==> src/rtl/fft_addr_pkg.sv <==
// Shared types and address helpers for the radix-2 in-place FFT address sequencer.
// Address fields are sized to ADDR_MAX so one struct serves every AddrWidth build.
package fft_addr_pkg;

  localparam int unsigned ADDR_MAX = 16;

  typedef enum logic [1:0] {
    IDLE,
    LOAD,
    COMPUTE,
    DRAIN
  } state_t;

  typedef struct packed {
    logic                ren;
    logic [ADDR_MAX-1:0] addr_a;
    logic [ADDR_MAX-1:0] addr_b;
  } wb_entry_t;

  // Reverse the low w bits of v; bits at and above w come back as zero.
  function automatic logic [ADDR_MAX-1:0] bitrev(input logic [ADDR_MAX-1:0] v,
                                                 input int unsigned w);
    logic [ADDR_MAX-1:0] r;
    r = '0;
    for (int unsigned i = 0; i < ADDR_MAX; i++) begin
      if (i < w) r = r | (ADDR_MAX'(v[i]) << (w - 1 - i));
    end
    return r;
  endfunction

  function automatic logic [ADDR_MAX-1:0] insert_zero(input logic [ADDR_MAX-1:0] k,
                                                      input int unsigned s);
    logic [ADDR_MAX-1:0] mask;
    mask = (ADDR_MAX'(1) << s) - ADDR_MAX'(1);
    return ((k & ~mask) << 1) | (k & mask);
  endfunction

endpackage

==> src/rtl/fft_addr_gen_if.sv <==
// Control/address bundle between the FFT address sequencer and its surroundings.
interface fft_addr_gen_if #(
  parameter int unsigned AddrWidth = 7,
  parameter int unsigned StageW    = $clog2(AddrWidth + 1)
);
  logic                 start_i;
  logic                 in_valid_i;
  logic                 busy_o;
  logic                 done_o;
  logic [StageW-1:0]    stage_o;
  logic                 ren_o;
  logic [AddrWidth-1:0] rd_addr_a_o;
  logic [AddrWidth-1:0] rd_addr_b_o;
  logic [1:0]           wen_o;
  logic [AddrWidth-1:0] wr_addr_a_o;
  logic [AddrWidth-1:0] wr_addr_b_o;

  modport master (
    output start_i, in_valid_i,
    input  busy_o, done_o, stage_o, ren_o, rd_addr_a_o, rd_addr_b_o,
           wen_o, wr_addr_a_o, wr_addr_b_o
  );

  modport slave (
    input  start_i, in_valid_i,
    output busy_o, done_o, stage_o, ren_o, rd_addr_a_o, rd_addr_b_o,
           wen_o, wr_addr_a_o, wr_addr_b_o
  );
endinterface

==> src/rtl/fft_addr_delay.sv <==
// Write-back delay line: carries each read pair to its butterfly write-back slot.
module fft_addr_delay
  import fft_addr_pkg::*;
#(
  parameter int unsigned Depth = 4
) (
  input  logic      clk_i,
  input  logic      rst_i,
  input  wb_entry_t i_entry,
  output wb_entry_t o_entry
);

  wb_entry_t r_line [Depth];

  always_ff @(posedge clk_i) begin
    if (rst_i) begin
      for (int unsigned i = 0; i < Depth; i++) r_line[i] <= '0;
    end else begin
      r_line[0] <= i_entry;
      for (int unsigned i = 1; i < Depth; i++) r_line[i] <= r_line[i-1];
    end
  end

  assign o_entry = r_line[Depth-1];

endmodule

==> src/rtl/fft_addr_gen.sv <==
// Radix-2 in-place FFT address sequencer: LOAD, AddrWidth butterfly stages, DONE.
// Define FFT_ADDR_BITREV_EN to store samples at bit-reversed addresses during LOAD.
module fft_addr_gen
  import fft_addr_pkg::*;
#(
  parameter int unsigned AddrWidth = 7,
  parameter int unsigned BfLatency = 4
) (
  input  logic          clk_i,
  input  logic          rst_i,
  fft_addr_gen_if.slave bus
);

  localparam int unsigned KW     = AddrWidth - 1;
  localparam int unsigned StageW = $clog2(AddrWidth + 1);
  localparam int unsigned DW     = $clog2(BfLatency + 1);

  state_t               r_state, w_state;
  logic [AddrWidth-1:0] r_n, w_n;
  logic [KW-1:0]        r_k, w_k;
  logic [StageW-1:0]    r_s, w_s;
  logic [DW-1:0]        r_d, w_d;
  logic                 w_ld, w_done, w_ren;
  logic [AddrWidth-1:0] w_ld_addr, w_rd_a, w_rd_b;

  logic                 r_busy, r_done, r_ren, r_ld_wen;
  logic [StageW-1:0]    r_stage;
  logic [AddrWidth-1:0] r_rd_a, r_rd_b, r_ld_addr;

  wb_entry_t w_push, w_tail;
  logic      w_unused;

  always_ff @(posedge clk_i) begin
    if (rst_i) begin
      r_state <= IDLE;
      r_n     <= '0;
      r_k     <= '0;
      r_s     <= '0;
      r_d     <= '0;
    end else begin
      r_state <= w_state;
      r_n     <= w_n;
      r_k     <= w_k;
      r_s     <= w_s;
      r_d     <= w_d;
    end
  end

  always_comb begin
    w_state = r_state;
    w_n     = r_n;
    w_k     = r_k;
    w_s     = r_s;
    w_d     = r_d;
    w_ld    = 1'b0;
    w_done  = 1'b0;
    unique case (r_state)
      IDLE: begin
        if (bus.start_i) begin
          w_state = LOAD;
          w_n     = '0;
        end
      end
      LOAD: begin
        if (bus.in_valid_i) begin
          w_ld = 1'b1;
          w_n  = r_n + AddrWidth'(1);
          if (r_n == '1) begin
            w_state = COMPUTE;
            w_s     = '0;
            w_k     = '0;
          end
        end
      end
      COMPUTE: begin
        if (r_k == '1) begin
          w_state = DRAIN;
          w_d     = '0;
        end else begin
          w_k = r_k + KW'(1);
        end
      end
      DRAIN: begin
        if (r_d == DW'(BfLatency - 1)) begin
          if (r_s == StageW'(AddrWidth - 1)) begin
            w_state = IDLE;
            w_done  = 1'b1;
            w_s     = '0;
          end else begin
            w_state = COMPUTE;
            w_s     = r_s + StageW'(1);
            w_k     = '0;
          end
        end else begin
          w_d = r_d + DW'(1);
        end
      end
      default: w_state = IDLE;
    endcase

    // Outputs are decoded from the next-state values so they register in step with the FSM.
    w_ren  = (w_state == COMPUTE);
    w_rd_a = '0;
    w_rd_b = '0;
    if (w_ren) begin
      w_rd_a = AddrWidth'(insert_zero(ADDR_MAX'(w_k), 32'(w_s)));
      w_rd_b = w_rd_a | (AddrWidth'(1) << w_s);
    end
`ifdef FFT_ADDR_BITREV_EN
    w_ld_addr = w_ld ? AddrWidth'(bitrev(ADDR_MAX'(r_n), AddrWidth)) : '0;
`else
    w_ld_addr = w_ld ? r_n : '0;
`endif
  end

  always_ff @(posedge clk_i) begin
    if (rst_i) begin
      r_busy    <= 1'b0;
      r_done    <= 1'b0;
      r_stage   <= '0;
      r_ren     <= 1'b0;
      r_rd_a    <= '0;
      r_rd_b    <= '0;
      r_ld_wen  <= 1'b0;
      r_ld_addr <= '0;
    end else begin
      r_busy    <= (w_state != IDLE);
      r_done    <= w_done;
      r_stage   <= (w_state == COMPUTE || w_state == DRAIN) ? w_s : '0;
      r_ren     <= w_ren;
      r_rd_a    <= w_rd_a;
      r_rd_b    <= w_rd_b;
      r_ld_wen  <= w_ld;
      r_ld_addr <= w_ld_addr;
    end
  end

  always_comb begin
    w_push        = '0;
    w_push.ren    = r_ren;
    w_push.addr_a = ADDR_MAX'(r_rd_a);
    w_push.addr_b = ADDR_MAX'(r_rd_b);
  end

  fft_addr_delay #(
    .Depth (BfLatency)
  ) u_delay (
    .clk_i   (clk_i),
    .rst_i   (rst_i),
    .i_entry (w_push),
    .o_entry (w_tail)
  );

  assign w_unused = ^{w_tail.addr_a >> AddrWidth, w_tail.addr_b >> AddrWidth};

  // Load writes and write-backs never overlap, and idle fields are zero, so OR-merging is safe.
  assign bus.busy_o      = r_busy;
  assign bus.done_o      = r_done;
  assign bus.stage_o     = r_stage;
  assign bus.ren_o       = r_ren;
  assign bus.rd_addr_a_o = r_rd_a;
  assign bus.rd_addr_b_o = r_rd_b;
  assign bus.wen_o       = {w_tail.ren, w_tail.ren | r_ld_wen};
  assign bus.wr_addr_a_o = AddrWidth'(w_tail.addr_a) | r_ld_addr;
  assign bus.wr_addr_b_o = AddrWidth'(w_tail.addr_b);

endmodule
==> src/flat_wrapper.sv <==
// flat-port wrapper written by rule: the top's interface ports become plain ports
module fft_addr_gen_flat import fft_addr_pkg::*;
#(
  parameter int unsigned AddrWidth = 7,
  parameter int unsigned BfLatency = 4
)
  (clk_i, rst_i, bus_start_i, bus_in_valid_i, bus_busy_o, bus_done_o, bus_stage_o, bus_ren_o, bus_rd_addr_a_o, bus_rd_addr_b_o, bus_wen_o, bus_wr_addr_a_o, bus_wr_addr_b_o);
  fft_addr_gen_if #(.AddrWidth(AddrWidth)) bus_i ();
  input  logic clk_i;
  input  logic rst_i;
  input wire logic [$bits(bus_i.start_i)-1:0] bus_start_i;
  input wire logic [$bits(bus_i.in_valid_i)-1:0] bus_in_valid_i;
  output wire logic [$bits(bus_i.busy_o)-1:0] bus_busy_o;
  output wire logic [$bits(bus_i.done_o)-1:0] bus_done_o;
  output wire logic [$bits(bus_i.stage_o)-1:0] bus_stage_o;
  output wire logic [$bits(bus_i.ren_o)-1:0] bus_ren_o;
  output wire logic [$bits(bus_i.rd_addr_a_o)-1:0] bus_rd_addr_a_o;
  output wire logic [$bits(bus_i.rd_addr_b_o)-1:0] bus_rd_addr_b_o;
  output wire logic [$bits(bus_i.wen_o)-1:0] bus_wen_o;
  output wire logic [$bits(bus_i.wr_addr_a_o)-1:0] bus_wr_addr_a_o;
  output wire logic [$bits(bus_i.wr_addr_b_o)-1:0] bus_wr_addr_b_o;
  assign bus_i.start_i = bus_start_i;
  assign bus_i.in_valid_i = bus_in_valid_i;
  assign bus_busy_o = bus_i.busy_o;
  assign bus_done_o = bus_i.done_o;
  assign bus_stage_o = bus_i.stage_o;
  assign bus_ren_o = bus_i.ren_o;
  assign bus_rd_addr_a_o = bus_i.rd_addr_a_o;
  assign bus_rd_addr_b_o = bus_i.rd_addr_b_o;
  assign bus_wen_o = bus_i.wen_o;
  assign bus_wr_addr_a_o = bus_i.wr_addr_a_o;
  assign bus_wr_addr_b_o = bus_i.wr_addr_b_o;
  fft_addr_gen #(.AddrWidth(AddrWidth), .BfLatency(BfLatency)) u_core (.clk_i(clk_i), .rst_i(rst_i), .bus(bus_i));
endmodule
==> config.mk <==
export PLATFORM = sky130hd
export DESIGN_NAME = fft_addr_gen_flat
export DESIGN_NICKNAME = d
export VERILOG_FILES = /design/src/rtl/fft_addr_pkg.sv /design/src/rtl/fft_addr_gen_if.sv /design/src/rtl/fft_addr_delay.sv /design/src/rtl/fft_addr_gen.sv /design/src/flat_wrapper.sv
export SDC_FILE = /design/constraint.sdc
export NUM_CORES = 1
export LEC_CHECK = 0
export BUFFER_PORTS_ARGS = -buffer_cell sky130_fd_sc_hd__buf_4
export CORE_MARGIN = 2
export CORE_UTILIZATION = 50
export DETAILED_ROUTE_END_ITERATION = 8
export GPL_TIMING_DRIVEN = 0
export PLACE_DENSITY = 0.81
export REMOVE_ABC_BUFFERS = 1
export SLEW_MARGIN = 40
export SYNTH_ARGS = -nofsm -noshare
export SYNTH_HDL_FRONTEND = slang
export SYNTH_SLANG_ARGS = --single-unit
export TNS_END_PERCENT = 5
==> constraint.sdc <==
create_clock -name clk_i -period 2.72 [get_ports clk_i]
set_input_delay 0.272 -clock clk_i [delete_from_list [all_inputs] [get_ports clk_i]]
set_output_delay 0.272 -clock clk_i [all_outputs]
set_load 0.1 [all_outputs]
==> results of run 1 <==
## per-stage QoR
step	instances	cell area [sq um]	TNS, ns	utilization	power, W
after detailed placement	501	4160	-3.31	0.547	0.00170
after floorplan	360	3740	-0.0980	-	0.00167
after global placement	501	4160	-2.49	0.547	0.00170
after global routing	524	4510	0	0.592	0.00271
final	524	4510	0	0.592	0.00262
after CTS	522	4460	0	0.586	0.00264
## timing repair
action,in CTS,in global routing
endpoints found under the setup margin,10,5
cloned,0,0
gates resized for setup,12,8
pin swaps,3,2
buffers inserted,5,2
endpoints found under the hold margin,0,0
## cells by family after synthesis
group / synth area share
buf+inv: 0.0416
mux: 0.0135
flops: 0.562
simple gates: 0.263
compound gates: 0.0916
xor+xnor: 0.0113
fa+ha+maj: 0.0161
## how the worst min path moves through the flow
| stage | slack [ns] | to |
|---|---|---|
| 6_report | 0.21 | u_core.r_n[1] |
| 5_1_grt | 0.22 | u_core.r_n[1] |
| 4_1_cts | 0.21 | u_core.r_n[1] |
| 3_5_place_dp | 0.42 | u_core.u_delay.r_line[1][32] |
| 3_3_place_gp | 0.42 | u_core.u_delay.r_line[3][0] |
| 2_1_floorplan | 0.34 | u_core.bus.busy_o |
## metal layers
| layer | up-vias | wire, microns | GRT usage |
|---|---|---|---|
| met5 | - | 0 | 0 |
| met4 | 0 | 165 | 0.0970 |
| met3 | 14 | 331 | 0.0337 |
| met2 | 75 | 3400 | 0.287 |
| met1 | 1251 | 2820 | 0.183 |
| li1 | 1349 | - | - |
## critical path, cell delays in order, from the launching register on
cell and delay (ns):
dfxtp_2 0.35, ha_2 0.20, ha_4 0.18, nand2b_1 0.16
o31ai_4 0.10, a211oi_2 0.29, nand3_2 0.15, ha_4 0.22
a2111oi_2 0.29, mux2i_1 0.16, nand2b_1 0.17, a311oi_1 0.20
## cells in the mapped netlist (2+ instances only)
library cell and n:
a21oi_1 18, a221o_1 2, a31oi_1 4, and2_1 10, and3_1 2, buf_2 3, buf_4 10, clkbuf_1 11
dfxtp_1 109, ha_1 5, inv_1 4, mux2_2 2, mux2i_1 3, nand2_1 14, nand2b_1 8, nand3_1 11
nand3b_1 3, nand4_1 8, nor2_1 29, nor2b_1 67, nor3_1 5, o211ai_1 2, o21a_1 4, o21ai_0 6
o22ai_1 2, or2_2 9, or3_1 4, xor2_1 4
## area by class of cell
cell class / count / area [sq um] / share of cell area
Multi-Input combinational cell: 246 / 1620 / 0.360
Timing Repair Buffer: 46 / 345 / 0.0766
Clock buffer: 11 / 151 / 0.0336
Sequential cell: 109 / 2190 / 0.485
Tap cell: 102 / 128 / 0.0283
Inverter: 5 / 18.8 / 0.00417
Clock inverter: 5 / 53.8 / 0.0119
## state kept, by name (all words and copies together), names as in the netlist
register / cells
u_core.r_state: 2
u_core.u_delay.r_line: 60
u_core.bus.busy_o: 1
u_core.r_s: 3
u_core.bus.rd_addr_b_o: 7
u_core.r_d: 3
u_core.r_ld_wen: 1
u_core.bus.stage_o: 3
u_core.bus.ren_o: 1
u_core.r_n: 7
u_core.r_ld_addr: 7
u_core.bus.rd_addr_a_o: 7
u_core.bus.done_o: 1
u_core.r_k: 6
## where the power goes
part | switching, W | leakage [nW] | internal, W
combinational | 0.0000398 | 0.810 | 0.0000136
clock | 0.000558 | 0.105 | 0.000404
sequential | 0.00000685 | 0.880 | 0.00160
==> results.yml, run 1 <==
run_status:
  outcome: "complete, no violations"
floorplan:
  die_height_microns: 92.1
  dieWidth_microns: 92.1
  initial_utilization: 0.510
  die_area_sq_um: 8480
  std_cell_rows: 32
  io_pins: 40
  coreArea_sq_um: 7610
yosys:
  synth_cell_types: 54
  synth_warnings: 0
  synth_area_leaders: "dfxtp_1, nor2b_1, nor2_1"
  yosysSeqAreaShare: 0.562
  synth.ff_latch_count: 109
  synth_cells: 385
  syn_area_sq_um: 3880
  synth_edf_count: 0
  synthFlopType: "dfxtp_1"
  synth_top_area_frac: 0.562
  avgSynthCellArea_sq_um: 10.1
  yosysTopAreaCell: "dfxtp_1"
  ys_async_sr_fraction: 0
cts:
  clkTransAtPathRegs_ns: 0.10
  clkLatencyLatePin_ns: 0.37
  cts_tree: "done"
  htreeDepth: 3
  cts_root_buffer: "clkbuf_8"
  cts.path.max_buffers: 2
  clock-sinks: 109
  postCtsHoldBufs: 0
  tritoncts.num_buffers: 9
final_layout:
  final_common_cell: "dfxtp_1"
  areaGrowthSynthToFinish_pct: 16.1
  final_layout_size_suffix_gt1_frac: 0.235
  n_fill_cell: 630
  diodes: 0
  final_cell_mix: "dfxtp_1, nor2b_1, buf_4, nor2_1, a21oi_1"
  final_nets: 426
placement:
  dp_hpwl_microns: 4240
  place_ws_ns: -0.714
  gp_congestion: 0.871
  io_buffers: 39
detailed_routing:
  drt_pass1_iterations: 4
  route.vias.total: 2689
  wl_per_cell_microns: 12.8
  ant_nets: 0
  drc: 0
  wl_microns: 6720
  drtIter0Drc: 171
  via_per_inst: 5.13
timing:
  slew_viol_final: 0
  period_minus_slack_ns: 2.55
  skew_ns: 0.0101
  fin_crit_sh: 0.937
  hold_viol_final: 0
  setup_viol: 0
  rsz0062_at_grt: "no"
  slew_headroom: 0.490
  worst_hold_slack_ns: 0.212
  setup_slack_ns: 0.172
  tightest_slew_ns: 0.765
  fmax_ghz: 0.392
global_routing:
  grt_max_degree: 82
  grt-ovfl-total: 0
  track_usage: 0.164
  grt_pass1_wl_microns: 11000
  antenna_found_initial: 0
  grt_pass1_vias: 2488
worst_setup_path:
  critPathRequiredTime_ns: 3.01
  crit_type: "reg2reg"
  crit_fanout: 8
  reg2reg_slack_ns: 0.17
  critPathLaunch: "u_core.r_d[0]"
  reg2regPathDepth: 11
  worst_setup_path_end_kind: "flop"
  critPathLaunchType: "flop"
  critPathArrivalTime_ns: 2.83
  crit_path_end: "u_core.bus.rd_addr_a_o[4]"
  worst_r2r_endpoint: "u_core.bus.rd_addr_a_o[4]"
  r2r_start: "u_core.r_d[0]"
pwr:
  peakVddDrop_uv: 285
  power_per_cell_area_nw_per_um2: 582
  leakage_nw: 1.80
flow_run:
  max_cap_viol_count: 0
worst_hold_path:
  holdPathStages: 3
  hp-class: "in2reg"
  min-delay-start: "bus_in_valid_i"
Note: power is estimated with default switching activity, not from simulation.
==> run 2: changes to the inputs <==
--- a/config.mk
+++ b/config.mk
@@ -5,7 +5,7 @@
 export SDC_FILE = /design/constraint.sdc
 export NUM_CORES = 1
 export LEC_CHECK = 0
-export BUFFER_PORTS_ARGS = -buffer_cell sky130_fd_sc_hd__buf_4
+export BUFFER_PORTS_ARGS = -buffer_cell sky130_fd_sc_hd__buf_2
 export CORE_MARGIN = 2
 export CORE_UTILIZATION = 50
 export DETAILED_ROUTE_END_ITERATION = 8
==> results.yml, run 2 (synthesis results as in run 1) <==
worst_setup_path:
  critPathLaunchType: "flop"
  critPathArrivalTime_ns: 2.83
  crit_path_frequent_cell: "ha_4"
  critPathRequiredTime_ns: 2.97
  cp_cell_sequence: "ha_2 -> ha_4 -> nand2_2 -> o31ai_4 -> a211o_4 -> nand3_1 -> ha_4 -> a2111oi_2 -> mux2i_1 -> o211ai_1 -> a31oi_1"
  slowest_stage: "dfxtp_2"
  cp_num_buf_inv: 0
  crit_type: "reg2reg"
  worst_setup_path_end_kind: "flop"
  crit_fanout: 8
  slowest_delay_ns: 0.35
  cp_top_family: "compound AO/OA/AOI/OAI gates"
floorplan:
  dieWidth_microns: 92.1
  die_area_sq_um: 8480
  std_cell_rows: 32
  coreArea_sq_um: 7610
  initial_utilization: 0.510
  die_height_microns: 92.1
  io_pins: 40
detailed_routing:
  drt_pass1_iterations: 4
  wl_microns: 6760
  wl_per_cell_microns: 12.9
  drtIter0Drc: 164
  ant_nets: 0
  drc: 0
  route.vias.total: 2684
  via_per_inst: 5.11
timing:
  period_minus_slack_ns: 2.58
  fin_crit_sh: 0.949
  tightest_slew_ns: 0.770
  setup-tns-final_ns: 0
  rsz0062_at_grt: "no"
  fmax_ghz: 0.388
  hold_viol_final: 0
  slew_viol_final: 0
  setup_viol: 0
  skew_ns: 0.00789
  slew_headroom: 0.486
run_status:
  outcome: "complete, no violations"
pwr:
  swShare: 0.233
  power.share.sequential: 0.596
  p_int_w: 0.00207
  peakVddDrop_uv: 330
  power_per_cell_area_nw_per_um2: 604
  clkPwrFrac: 0.384
  pwr-share-comb: 0.019
  leakage_nw: 1.81
  switching_power_w: 0.000628
final_layout:
  final_layout_size_suffix_gt1_frac: 0.246
  final_cell_mix: "dfxtp_1, nor2b_1, buf_2, nor2_1, a21oi_1"
  largest_reg_flops: 60
  top_register: "u_core.u_delay.r_line"
  post-route-cell-area_sq_um: 4460
  final_nets: 427
  final_common_cell: "dfxtp_1"
  areaGrowthSynthToFinish_pct: 15.0
  diodes: 0
cts:
  clock-sinks: 109
  postCtsHoldBufs: 0
  clkLatencyLatePin_ns: 0.37
  clkTransAtPathRegs_ns: 0.10
  cts.path.max_buffers: 2
  htreeDepth: 3
  tritoncts.num_buffers: 9
  cts_root_buffer: "clkbuf_8"
  cts_tree: "done"
placement:
  placed_area_sq_um: 4070
  dp_hpwl_microns: 4150
  gp_congestion: 0.856
  io_buffers: 39
global_routing:
  grt_pass1_vias: 2389
  grt_pass1_wl_microns: 11100
  grt_max_degree: 82
  grt-ovfl-total: 0
  track_usage: 0.166
  antenna_found_initial: 0
flow_run:
  max_cap_viol_count: 0
worst_hold_path:
  hp-class: "in2reg"
==> run 2: what timing repair did <==
| action | 4_1_cts | 5_1_grt |
|---|---|---|
| setup buffers | 5 | 3 |
| endpoints found under the hold margin | 0 | 0 |
| pin swaps | 3 | 6 |
| gates resized for setup | 10 | 16 |
| endpoints found under the setup margin | 8 | 5 |
==> run 2: power by group through the flow <==
stage	Sequential [W]	Clock (W)	Combinational, W
floorplan	0.00165	0	0.0000192
global placement	0.00164	0	0.0000506
detailed placement	0.00164	0	0.0000527
CTS	0.00161	0.00105	0.0000528
global route	0.00161	0.00111	0.0000579
finish	0.00161	0.00104	0.0000520
==> run 2: worst min-delay path: cells and delay by family <==
kind	cells	cell delay [ns]
AOI/OAI and AO/OA	1	0.06
and+or+nand+nor	1	0.09
buffers and inverters	1	0.13
==> run 2: stage by stage <==
| step | power [W] | instances | setup WS, ns | hold WS (ns) | utilization |
|---|---|---|---|---|---|
| 3_5_place_dp | 0.00169 | 501 | -0.595 | 0.422 | 0.535 |
| 2_1_floorplan | 0.00167 | 360 | -0.0437 | 0.341 | - |
| 3_3_place_gp | 0.00169 | 501 | -0.549 | 0.417 | 0.534 |
| 4_1_cts | 0.00271 | 522 | 0.00650 | 0.213 | 0.574 |
| 6_report | 0.00269 | 525 | 0.139 | 0.213 | 0.587 |
| 5_1_grt | 0.00278 | 525 | 0.0000469 | 0.244 | 0.587 |
==> run 2: layout make-up <==
cell class | instances | area [sq um]
timing repair buffer | 47 | 258
tap | 102 | 128
clock buffer | 9 | 124
fill | 618 | 3150
inverter | 5 | 18.8
multi-input combinational | 246 | 1650
sequential | 109 | 2190
clock inverter | 7 | 97.6
==> run 2: final timing paths <==
path | start | to | slack (ns) | cells past startpoint
setup / recovery | u_core.r_d[0] | u_core.bus.rd_addr_b_o[5] | 0.14 | 11
hold / removal | bus_in_valid_i | u_core.r_n[1] | 0.21 | 3
setup reg to reg | u_core.r_d[0] | u_core.bus.rd_addr_b_o[5] | 0.14 | 11
hold reg to reg | u_core.u_delay.r_line[1][16] | u_core.u_delay.r_line[2][16] | 0.44 | 1
==> run 2: metal layers <==
layer  track usage  share of wire
met3        0.0329          0.046
met5             0              0
met2         0.287           0.50
met4        0.0771          0.033
met1         0.199           0.42
==> run 3: changes to the inputs <==
--- a/config.mk
+++ b/config.mk
@@ -10,7 +10,7 @@
 export CORE_UTILIZATION = 50
 export DETAILED_ROUTE_END_ITERATION = 8
 export GPL_TIMING_DRIVEN = 0
-export PLACE_DENSITY = 0.81
+export PLACE_DENSITY = 0.78
 export REMOVE_ABC_BUFFERS = 1
 export SLEW_MARGIN = 40
 export SYNTH_ARGS = -nofsm -noshare
==> constraint.sdc (replaced) <==
create_clock -name clk_i -period 3 [get_ports clk_i]
set_input_delay 0.3 -clock clk_i [delete_from_list [all_inputs] [get_ports clk_i]]
set_output_delay 0.3 -clock clk_i [all_outputs]
set_load 0.1 [all_outputs]
==> results.yml, run 3 (synthesis results as in run 1) <==
placement:
  place_ws_ns: -0.301
  placed_area_sq_um: 4070
  io_buffers: 39
  gp_congestion: 0.799
  dp_hpwl_microns: 4130
timing:
  slew_headroom: 0.493
  fin_crit_sh: 0.959
  slew_viol_final: 0
  period_minus_slack_ns: 2.88
  setup_viol: 0
  hold_viol_final: 0
  skew_ns: 0.00842
  setup-tns-final_ns: 0
  tightest_slew_ns: 0.750
  setup_slack_ns: 0.122
  fmax_ghz: 0.347
pwr:
  power_per_cell_area_nw_per_um2: 563
  peakVddDrop_uv: 285
  leakage_nw: 1.77
global_routing:
  grt-ovfl-total: 0
  grt_pass1_wl_microns: 10500
  antenna_found_initial: 0
  track_usage: 0.157
  grt_pass1_vias: 2317
  grt_max_degree: 82
worst_setup_path:
  crit_path_frequent_cell: "ha_2"
  crit_type: "reg2reg"
  critPathLaunchType: "flop"
  cp_top_family: "simple AND/OR/NAND/NOR gates"
  worst_setup_path_end_kind: "flop"
  critPathRequiredTime_ns: 3.27
  crit_fanout: 12
  cp_cell_sequence: "ha_1 -> ha_2 -> nand4_1 -> mux2i_2 -> or2_4 -> nand3_1 -> ha_2 -> a2111oi_2 -> mux2i_1 -> nand2b_1 -> a311oi_1"
  cp_num_buf_inv: 0
  slowest_stage: "dfxtp_1"
  slowest_delay_ns: 0.37
  critPathArrivalTime_ns: 3.15
flow_run:
  max_cap_viol_count: 0
cts:
  clock-sinks: 109
  cts.path.max_buffers: 2
  cts_tree: "done"
  clkLatencyLatePin_ns: 0.36
  tritoncts.num_buffers: 9
  htreeDepth: 3
  clkTransAtPathRegs_ns: 0.10
  cts_root_buffer: "clkbuf_8"
final_layout:
  largest_reg_flops: 60
  top_register: "u_core.u_delay.r_line"
  diodes: 0
  areaGrowthSynthToFinish_pct: 11.9
  final_common_cell: "dfxtp_1"
  n_fill_cell: 672
  final_cell_mix: "dfxtp_1, nor2b_1, buf_2, nor2_1, a21oi_1"
  post-route-cell-area_sq_um: 4340
  final_nets: 421
  final_layout_size_suffix_gt1_frac: 0.209
floorplan:
  die_height_microns: 92.1
  dieWidth_microns: 92.1
  io_pins: 40
  std_cell_rows: 32
  coreArea_sq_um: 7610
  initial_utilization: 0.510
  die_area_sq_um: 8480
worst_hold_path:
  hp-class: "in2reg"
detailed_routing:
  drtIter0Drc: 105
  drc: 0
  via_per_inst: 5.03
  ant_nets: 0
  wl_microns: 6420
  wl_per_cell_microns: 12.4
  drt_pass1_iterations: 4
  route.vias.total: 2610
run_status:
  outcome: "complete, no violations"
run 3: cell types whose count changed in the layout (fill, tap and decap cells not counted), moves of 2 or more:
cell     change
dfxtp_2      -4
dfxtp_1      +4
inv_6        -3
ha_4         -2
inv_8        +2
ha_1         +2
buf_4        -6
run 3: worst min-delay path: stages:
cell	delay, ns
buf_2	0.13
nand4_1	0.09
a21oi_1	0.06
run 3: final timing paths:
check                                                 start                     endpoint  slack, ns  cells after the start
worst max-delay path                          u_core.r_d[0]    u_core.bus.rd_addr_a_o[4]       0.12                     11
worst min-delay path                         bus_in_valid_i                u_core.r_n[1]       0.25                      3
worst max register to register                u_core.r_d[0]    u_core.bus.rd_addr_a_o[4]       0.12                     11
worst min register to register  u_core.u_delay.r_line[1][3]  u_core.u_delay.r_line[2][3]       0.44                      1
run 3: final cells by class:
type | count | area, sq um | area share
sequential | 109 | 2180 | 0.503
multi-input combinational | 246 | 1570 | 0.362
timing repair buffer | 41 | 213 | 0.0490
tap | 102 | 128 | 0.0294
clock buffer | 9 | 124 | 0.0285
clock inverter | 7 | 103 | 0.0236
inverter | 5 | 18.8 | 0.00432
run 3: per-stage QoR:
step                utilization  power, W  hold slack [ns]  cells
global route              0.571   0.00253            0.261    519
floorplan                     -   0.00151            0.369    360
global placement          0.534   0.00154            0.416    501
finish                    0.571   0.00245            0.251    519
CTS                       0.569   0.00247            0.244    519
detailed placement        0.535   0.00154            0.420    501
run 3: per-layer routing:
metal  part of all wire  GRT usage
met1               0.45      0.195
met2               0.49      0.263
met3              0.032     0.0320
met4              0.023     0.0721
met5                  0          0
run 3: repair_timing:
action                     CTS  global route
hold buffers                 0             0
setup endpoints to repair    5             3
pin swaps                    1             0
gates resized for setup      5             5
gates cloned                 0             0
setup buffers                2             0
run 3: where the power goes:
| group | internal (W) | switching (W) |
|---|---|---|
| Sequential | 0.00145 | 0.00000636 |
| Clock | 0.000416 | 0.000529 |
| Combinational | 0.0000105 | 0.0000360 |
| Total | 0.00188 | 0.000571 |
